===== config.mk =====
export PLATFORM = sky130hd
export DESIGN_NAME = vector_assembler
export DESIGN_NICKNAME = d
export VERILOG_FILES = /design/src/rtl/vector_assembler_pkg.sv /design/src/rtl/vector_assembler_frame_timer.sv /design/src/rtl/vector_assembler.sv
export SDC_FILE = /design/constraint.sdc
export NUM_CORES = 1
export LEC_CHECK = 0
export CORE_MARGIN = 3
export CORE_UTILIZATION = 55
export CTS_CLUSTER_DIAMETER = 50
export DETAILED_ROUTE_END_ITERATION = 10
export GPL_TIMING_DRIVEN = 1
export HOLD_SLACK_MARGIN = 0.03
export PLACE_DENSITY = 0.86
export SYNTH_ARGS = -nofsm -noshare
export SYNTH_HDL_FRONTEND = slang
export SYNTH_SLANG_ARGS = --single-unit
export TNS_END_PERCENT = 30

===== constraint.sdc =====
create_clock -name clk -period 2.7 [get_ports clk]
set_input_delay 0.405 -clock clk [delete_from_list [all_inputs] [get_ports clk]]
set_output_delay 0.405 -clock clk [all_outputs]
set_load 0.005 [all_outputs]

===== src/rtl/vector_assembler_pkg.sv =====
// Shared types for the feature-vector path: the 16-bit component type and
// the assembler state encoding.
package vector_assembler_pkg;

    typedef logic signed [15:0] num;

    typedef enum logic [1:0] {
        ST_IDLE = 2'd0,
        ST_HI   = 2'd1,
        ST_LO   = 2'd2,
        ST_HOLD = 2'd3
    } va_state_t;

endpackage


===== src/rtl/vector_assembler_frame_timer.sv =====
// Inter-byte idle timer: counts enabled clocks since the last clear and
// flags expiry once TIMEOUT_CYCLES-1 is reached.
module frame_timer #(
    parameter int TIMEOUT_CYCLES = 50000
) (
    input  logic clk,
    input  logic reset,
    input  logic clear,
    input  logic enable,
    output logic expired
);

    localparam int CW = (TIMEOUT_CYCLES > 2) ? $clog2(TIMEOUT_CYCLES) : 1;
    localparam logic [CW-1:0] LAST = CW'(TIMEOUT_CYCLES - 1);

    logic [CW-1:0] count;

    // Saturates at LAST so a block left idle never wraps into a false expiry.
    always_ff @(posedge clk or negedge reset) begin
        if (!reset) begin
            count <= '0;
        end else if (clear) begin
            count <= '0;
        end else if (enable && (count != LAST)) begin
            count <= count + CW'(1);
        end
    end

    assign expired = enable && (count == LAST);

endmodule


===== src/rtl/vector_assembler.sv =====
// Assembles big-endian 16-bit components from a byte stream into a vector
// and holds it until the consumer acknowledges.
module vector_assembler
    import vector_assembler_pkg::*;
#(
    parameter int N_COMPONENTS   = 4,
    parameter int TIMEOUT_CYCLES = 50000
) (
    input  logic       clk,
    input  logic       reset,
    input  logic [7:0] rx_byte,
    input  logic       rx_byte_valid,
    input  logic       new_vector_incoming,
    output num         x [N_COMPONENTS],
    output logic       vector_valid,
    input  logic       vector_ack,
    output logic       frame_error,
    output logic       overflow,
    output logic       busy,
    output va_state_t  state
);

    localparam int IW = $clog2(N_COMPONENTS) + 1;
    localparam logic [IW-1:0] LAST_IDX = IW'(N_COMPONENTS - 1);

    logic          nvi_q;
    logic          armed;
    logic          nvi_rise;
    logic [IW-1:0] idx;
    logic [7:0]    hi_byte;
    num            shadow [N_COMPONENTS];
    logic          timer_clear;
    logic          timer_enable;
    logic          timer_expired;

    // armed keeps a level held high across reset from looking like a new frame.
    assign nvi_rise     = new_vector_incoming && !nvi_q && armed;
    assign timer_clear  = nvi_rise || rx_byte_valid;
    assign timer_enable = (state == ST_HI) || (state == ST_LO);

    frame_timer #(
        .TIMEOUT_CYCLES(TIMEOUT_CYCLES)
    ) u_frame_timer (
        .clk    (clk),
        .reset  (reset),
        .clear  (timer_clear),
        .enable (timer_enable),
        .expired(timer_expired)
    );

    always_ff @(posedge clk or negedge reset) begin
        if (!reset) begin
            state        <= ST_IDLE;
            nvi_q        <= 1'b0;
            armed        <= 1'b0;
            idx          <= '0;
            hi_byte      <= '0;
            vector_valid <= 1'b0;
            frame_error  <= 1'b0;
            overflow     <= 1'b0;
            busy         <= 1'b0;
            for (int i = 0; i < N_COMPONENTS; i++) begin
                shadow[i] <= '0;
                x[i]      <= '0;
            end
        end else begin
            nvi_q       <= new_vector_incoming;
            frame_error <= 1'b0;
            if (!new_vector_incoming) begin
                armed <= 1'b1;
            end
            case (state)
                ST_IDLE: begin
                    if (nvi_rise) begin
                        state <= ST_HI;
                        busy  <= 1'b1;
                        idx   <= '0;
                        for (int i = 0; i < N_COMPONENTS; i++) shadow[i] <= '0;
                    end
                end
                ST_HI, ST_LO: begin
                    // Priority: restart, then an accepted byte, then timeout.
                    if (nvi_rise) begin
                        frame_error <= 1'b1;
                        state       <= ST_HI;
                        idx         <= '0;
                        for (int i = 0; i < N_COMPONENTS; i++) shadow[i] <= '0;
                    end else if (rx_byte_valid) begin
                        if (state == ST_HI) begin
                            hi_byte <= rx_byte;
                            state   <= ST_LO;
                        end else begin
                            idx <= idx + IW'(1);
                            for (int i = 0; i < N_COMPONENTS; i++) begin
                                if (idx == IW'(i)) shadow[i] <= {hi_byte, rx_byte};
                            end
                            if (idx == LAST_IDX) begin
                                for (int i = 0; i < N_COMPONENTS; i++) begin
                                    x[i] <= (idx == IW'(i)) ? {hi_byte, rx_byte} : shadow[i];
                                end
                                vector_valid <= 1'b1;
                                busy         <= 1'b0;
                                state        <= ST_HOLD;
                            end else begin
                                state <= ST_HI;
                            end
                        end
                    end else if (timer_expired) begin
                        frame_error <= 1'b1;
                        busy        <= 1'b0;
                        state       <= ST_IDLE;
                    end
                end
                ST_HOLD: begin
                    if (rx_byte_valid) begin
                        overflow <= 1'b1;
                    end
                    if (vector_ack) begin
                        vector_valid <= 1'b0;
                        state        <= ST_IDLE;
                    end
                end
                default: begin
                    state <= ST_IDLE;
                    busy  <= 1'b0;
                end
            endcase
        end
    end

endmodule


Word-level counts from Yosys, hierarchy flattened. Index checks and enable logic that the tools add are counted.

Divide/modulo/power cells: 0. Add/sub/neg operators: 2. Shifts and indexed selects: 0. Multipliers: 0. Order comparisons: 0. Reduce and logical (&&, ||, !) cells: 20. Bitwise operators: 2. Mux-type cells: 41. Equal/unequal tests: 20.

Operators by type and width (count): 64-bit 2-to-1 mux (4); 64-bit one-hot mux with 2 select lines (1); 16-bit 2-to-1 mux (6); 16-bit by 1-bit adder with 16-bit output, second input constant (1); 16-bit equality test, second input constant (1); 16-bit inequality test, second input constant (1); 1-bit 2-to-1 mux (15); 3-bit inequality test, second input constant (5); 2-bit 2-to-1 mux (7); 3-bit 2-to-1 mux (4); 2-bit inequality test, second input constant (6); 6-bit AND reduction (2); 4-bit AND reduction (2); 3-bit by 2-bit equality test with 1-bit output, second input constant (2); 2-bit one-hot mux with 3 select lines (1); 3-bit one-hot mux with 2 select lines (1); 2-bit nonzero test (3); 5-bit AND reduction (1); 2-bit equality test, second input constant (2); 1-bit logical AND (4); 4-bit inequality test, second input constant (1); 1-bit one-hot mux with 2 select lines (2); 3-bit by 1-bit adder with 3-bit output, second input constant (1); 3-bit by 1-bit equality test with 1-bit output, second input constant (1); other kinds (9) (11).

Input bits: 13. Memory bits (writable): 0. Memory bits (read-only): 0. Latch bits: 0. Memories: 0. Logic and storage cells: 102. Register bits after elaboration: 147.

Logic depth before layout (Yosys ltp).
Word-level depth: 7. Mapped depth: 8. Depth with buffers taken out: 6.

Modules after synthesis. Synthesis repeated with hierarchy kept, for this count alone.

Cell total of the unflattened synthesis: 548. Area, all modules: 6528.8 µm².

Modules (own cells, without submodules): vector_assembler (area an instance 5582.9 µm², cells each 450, times used 1, seq. area each 3278.1 µm²); frame_timer (area an instance 945.9 µm², cells each 98, times used 1, seq. area each 400.4 µm²).

Worst setup path after synthesis. No wires, ideal clock.

Path kind: flip-flop to flip-flop. From: register state[0]. To: register shadow[54] in the netlist's numbering. Data required time: 2.634 ns. Library setup time: 0.066 ns. Stages on the path, launching flop included: 9. Arrival time: 1.947 ns. Path slack: 0.686 ns. Cells stage by stage: dfrtp_1 inv_1 ha_1 clkbuf_1 nor3b_1 nand3_1 nor2_1 buf_2 a22o_1.

Word-level cells in the longest chain between the ends: 4. Elaborated cells between the ends (all ways): 10.

Ends and longest elaborated chain: start: declaration (line vector_assembler.sv:20) `output va_state_t state`; start signal: assignment (line vector_assembler.sv:53) `state <= ST_IDLE;`; start signal: assignment (line vector_assembler.sv:75) `state <= ST_HI;`; start signal: assignment (line vector_assembler.sv:85) `state <= ST_HI;`; 2-bit equality test / 2-bit by 1-bit equality test with 1-bit output (equally long branches) (line vector_assembler.sv:72, vector_assembler.sv:89); 2-bit OR reduction (line vector_assembler.sv:72) `case (state)`; 3-bit inequality test (no source line) / 2-bit nonzero test (equally long branches); 4-bit AND reduction (no source line); end signal: indexed assignment (line vector_assembler.sv:95) `if (idx == IW'(i)) shadow[i] <= {hi_byte, rx_byte};`; end: declaration (line vector_assembler.sv:31) `num shadow [N_COMPONENTS];`.

Parallel ways exist; a longest one is shown, timed or not. A chain may end at the register's enable or synchronous reset.

Worst setup path after layout.
From: register state[0]. To: register shadow[30] in the netlist's numbering.

Same word-level chain as after synthesis.

==> flow_summary_export.csv <==
group,metric,value,unit
outcome,status,"finished clean",
route,routed-via-count,4609,
critical_path,r2r_end,"shadow[30]",
route,drt_iter0_markers,337,
critical_path,cp_num_cells,6,
die,rows,38,
power_and_ir_drop,power_frac_clock,0.338,
die,io_pins,83,
clock_tree,cts-root-buf,"clkbuf_16",
clock_tree,cts_setup_buffers,0,
finish,drive_gt1_frac,0.1250,
placed_design,place_ws,0.2317,ns
route,viasPerCell,5.970,
placed_design,place_congestion,0.8258,
synth,syn_inst,532,
grt,first_global_vias,4855,
synth,ys_dominant_reg_cell,"dfrtp_1",
power_and_ir_drop,p_sw_frac,0.3015,
finish,finalNetCount,642,
sta,fin_skew,0.006386,ns
sta,fmax,0.4063,GHz
synth,synth_top_cell_area_share,0.5818,
die,coreArea,11030,µm²
finish,seqCellArea,3679,µm²
clock_tree,h-tree-depth,4,
sta,min_period_over_period,0.9116,
synth,yosysWarnings,0,
worst_hold_path,min_from,"overflow",
critical_path,cp.required,2.99,ns
critical_path,crit_type,"reg2reg",
placed_design,portBuffers,82,
power_and_ir_drop,leakagePower,3.768,nW
critical_path,cpMaxStageDelayCell,"or3b_2",
route,wl_per_cell,19.88,µm
synth,synth_top_area_cell,"dfrtp_1",
grt,grt_first_pass_wirelength,25160,µm
power_and_ir_drop,vdd_drop_max,0.4642,mV
route,highest_layer,"met4",
power_and_ir_drop,p_per_area,981.5,nW/µm²
route,routed_wl,15350,µm
grt,grt_util_all_layers,0.2495,
synth,ys_ff_latch,147,
sta,rsz0062_at_grt,"no",
die,die_w,113.2,µm
critical_path,critPathLaunchType,"flip-flop",
finish,areaGrowthSynthToFinish,26.70,%
synth,synthesis.area,6322,µm²
finish,num-fill-cells,757,
finish,num_antenna_cells,0,
die,chipHeight,113.2,µm
route,wl_met3,976,µm
worst_hold_path,hold_path_end,"overflow",
critical_path,cpPeakStageDelay,0.51,ns
clock_tree,path_clk_slew,0.06,ns
sta,drv_slew,0,
critical_path,crit_chain,"inv_1 > ha_1 > or3b_2 > o21ai_0 > o21ai_1 > a22o_1",
synth,synth_nets,555,
synth,synthTopCellsByArea,"dfrtp_1 (58%), mux2i_1 (8.2%), a22o_1 (6.6%)",
die,start_util,0.5732,
finish,multi_input_area,2466,µm²
critical_path,end_kind,"flip-flop",
sta,fin_ws,0.2386,ns
worst_hold_path,hold_depth,1,
route,wl_met2,7762,µm
placed_design,place_inst,739,
sta,hold_viol,0,
synth,synth_cell_types,44,
clock_tree,clock_latency,0.42,ns
critical_path,reg2reg_slack,0.24,ns
sta,worst_pin_slew,1.259,ns
clock_tree,clock-sinks,147,
sta,finalSetupViolations,0,
clock_tree,clock_path_buffers,2,
clock_tree,cts_buffers,17,
grt,grt_max_degree,73,
synth,ys_async_sr_fraction,1.000,
worst_hold_path,min_path_type,"reg2reg",
critical_path,ff2ff_path_depth,6,
synth,syn_area_per_cell,11.88,µm²
placed_design,dpl.hpwl,9688,µm
sta,period_minus_slack,2.461,ns
sta,setup_tns,0,ns
critical_path,rr_startpoint,"state[0]",
critical_path,path_max_fanout,16,
route,met1_length,6215,µm
flow_run,cap_viol_max_count,0,
synth,synth-edff-count,0,
critical_path,cp_top_family,"compound AO/OA/AOI/OAI gates",
power_and_ir_drop,p_seq_frac,0.399,
power_and_ir_drop,p_comb_frac,0.264,
power_and_ir_drop,p_switching,2.370,mW
sta,relSlewSlack,0.1552,
critical_path,arrival,2.76,ns
route,firstDrtPassIters,5,
critical_path,critical_path_buf_inv_count,1,
clock_tree,cts_tree,"done",
finish,final_cells,772,
grt,grt-ovfl-total,0,
power_and_ir_drop,intPower,5.492,mW
route,drc_errors,0,
grt,antenna_found_initial,0,
synth,yosysSeqAreaShare,0.5818,
route,ant_nets,0,
die,die_area,12820,µm²
-- sequential cells by signal, indices dropped and copies added (netlist names) --
name / count
hi_byte: 8
idx: 3
x: 64
vector_valid: 1
frame_error: 1
overflow: 1
shadow: 48
nvi_q: 1
armed: 1
u_frame_timer.count: 16
busy: 1
state: 2
-- placed cells by master, fill, tap and decap left out, types with 2 or more instances in the layout --
master             n
dfrtp_1          147
clkdlybuf4s50_1   81
o21ai_0           61
nand2_1           59
mux2i_1           52
a22o_1            48
mux2_2            24
clkbuf_16         17
nor2_1            16
buf_4             12
inv_1             10
ha_1              10
nand3_1            8
xnor2_1            7
a21oi_1            6
nand2b_1           5
or3_1              5
bufinv_16          5
clkbuf_8           5
nand4_1            4
nor4_1             4
nor3_1             4
o21ai_1            3
a21o_1             3
clkinv_2           3
buf_12             3
nand3b_1           2
nor2b_1            2
xor2_1             2
or3_2              2
o21ai_2            2
-- what timing repair did --
item	CTS	global route
gates resized for setup	0	1
setup endpoints to repair	0	12
hold buffers	1	0
endpoints found under the hold margin	61	0
-- metal layers --
metal,track usage,vias up
met5,0,-
met4,0.1018,0
met3,0.06043,36
met2,0.4123,192
met1,0.3177,2303
li1,-,2078
-- cell families after synthesis --
logic type | synth area share
compound gates | 0.1366
simple gates | 0.09559
flops | 0.5818
xor+xnor | 0.01247
buf+inv | 0.02870
mux | 0.1251
fa+ha+maj | 0.01979
-- metrics by stage --
stage	cell area, µm²	util	power, mW	hold slack [ns]
after detailed placement	7326	0.6641	5.158	0.4579
after global placement	7326	0.6641	5.043	0.4423
final	8010	0.7262	7.862	0.4777
after floorplan	6322	-	4.313	0.1094
after CTS	8006	0.7258	7.868	0.4844
after global routing	8010	0.7262	8.220	0.4929
-- power groups by stage --
stage	registers (mW)	logic (mW)	clock network, mW
floorplan	3.00	1.32	0
global route	3.18	2.26	2.78
CTS	3.11	2.08	2.68
finish	3.13	2.07	2.65
global placement	3.10	1.95	0
detailed placement	3.13	2.03	0
-- cells in the mapped netlist, types with 3 or more instances --
library cell  number
nand4_1            4
nand2b_1           5
o21ai_0           61
nor2_1            16
xnor2_1            7
mux2i_1           52
inv_1             10
a22o_1            48
clkbuf_1          17
ha_1              10
a21oi_1            6
nor4_1             4
nand2_1           59
nor3_1             4
mux2_2            24
o21ai_1            4
or3_1              5
nand3_1            8
a21o_1             3
dfrtp_1          147
buf_2             11
-- worst max-delay path by stage --
| stage | startpoint | end | slack, ns |
|---|---|---|---|
| after floorplan | state[0] | shadow[54] | 0.69 |
| after global placement | rx_byte_valid | shadow[40] | 0.32 |
| after detailed placement | rx_byte_valid | shadow[55] | 0.23 |
| after CTS | state[0] | shadow[60] | 0.21 |
| after global routing | state[0] | shadow[41] | 0.07 |
| final | state[0] | shadow[30] | 0.24 |
-- final cells by class --
type / count / area share
Timing Repair Buffer: 98 / 0.1226
Clock buffer: 23 / 0.06217
Sequential cell: 147 / 0.4592
Tap cell: 140 / 0.02187
Multi-Input combinational cell: 345 / 0.3079
Clock inverter: 9 / 0.02156
Inverter: 10 / 0.004686
(Power assumes the default switching activity.)
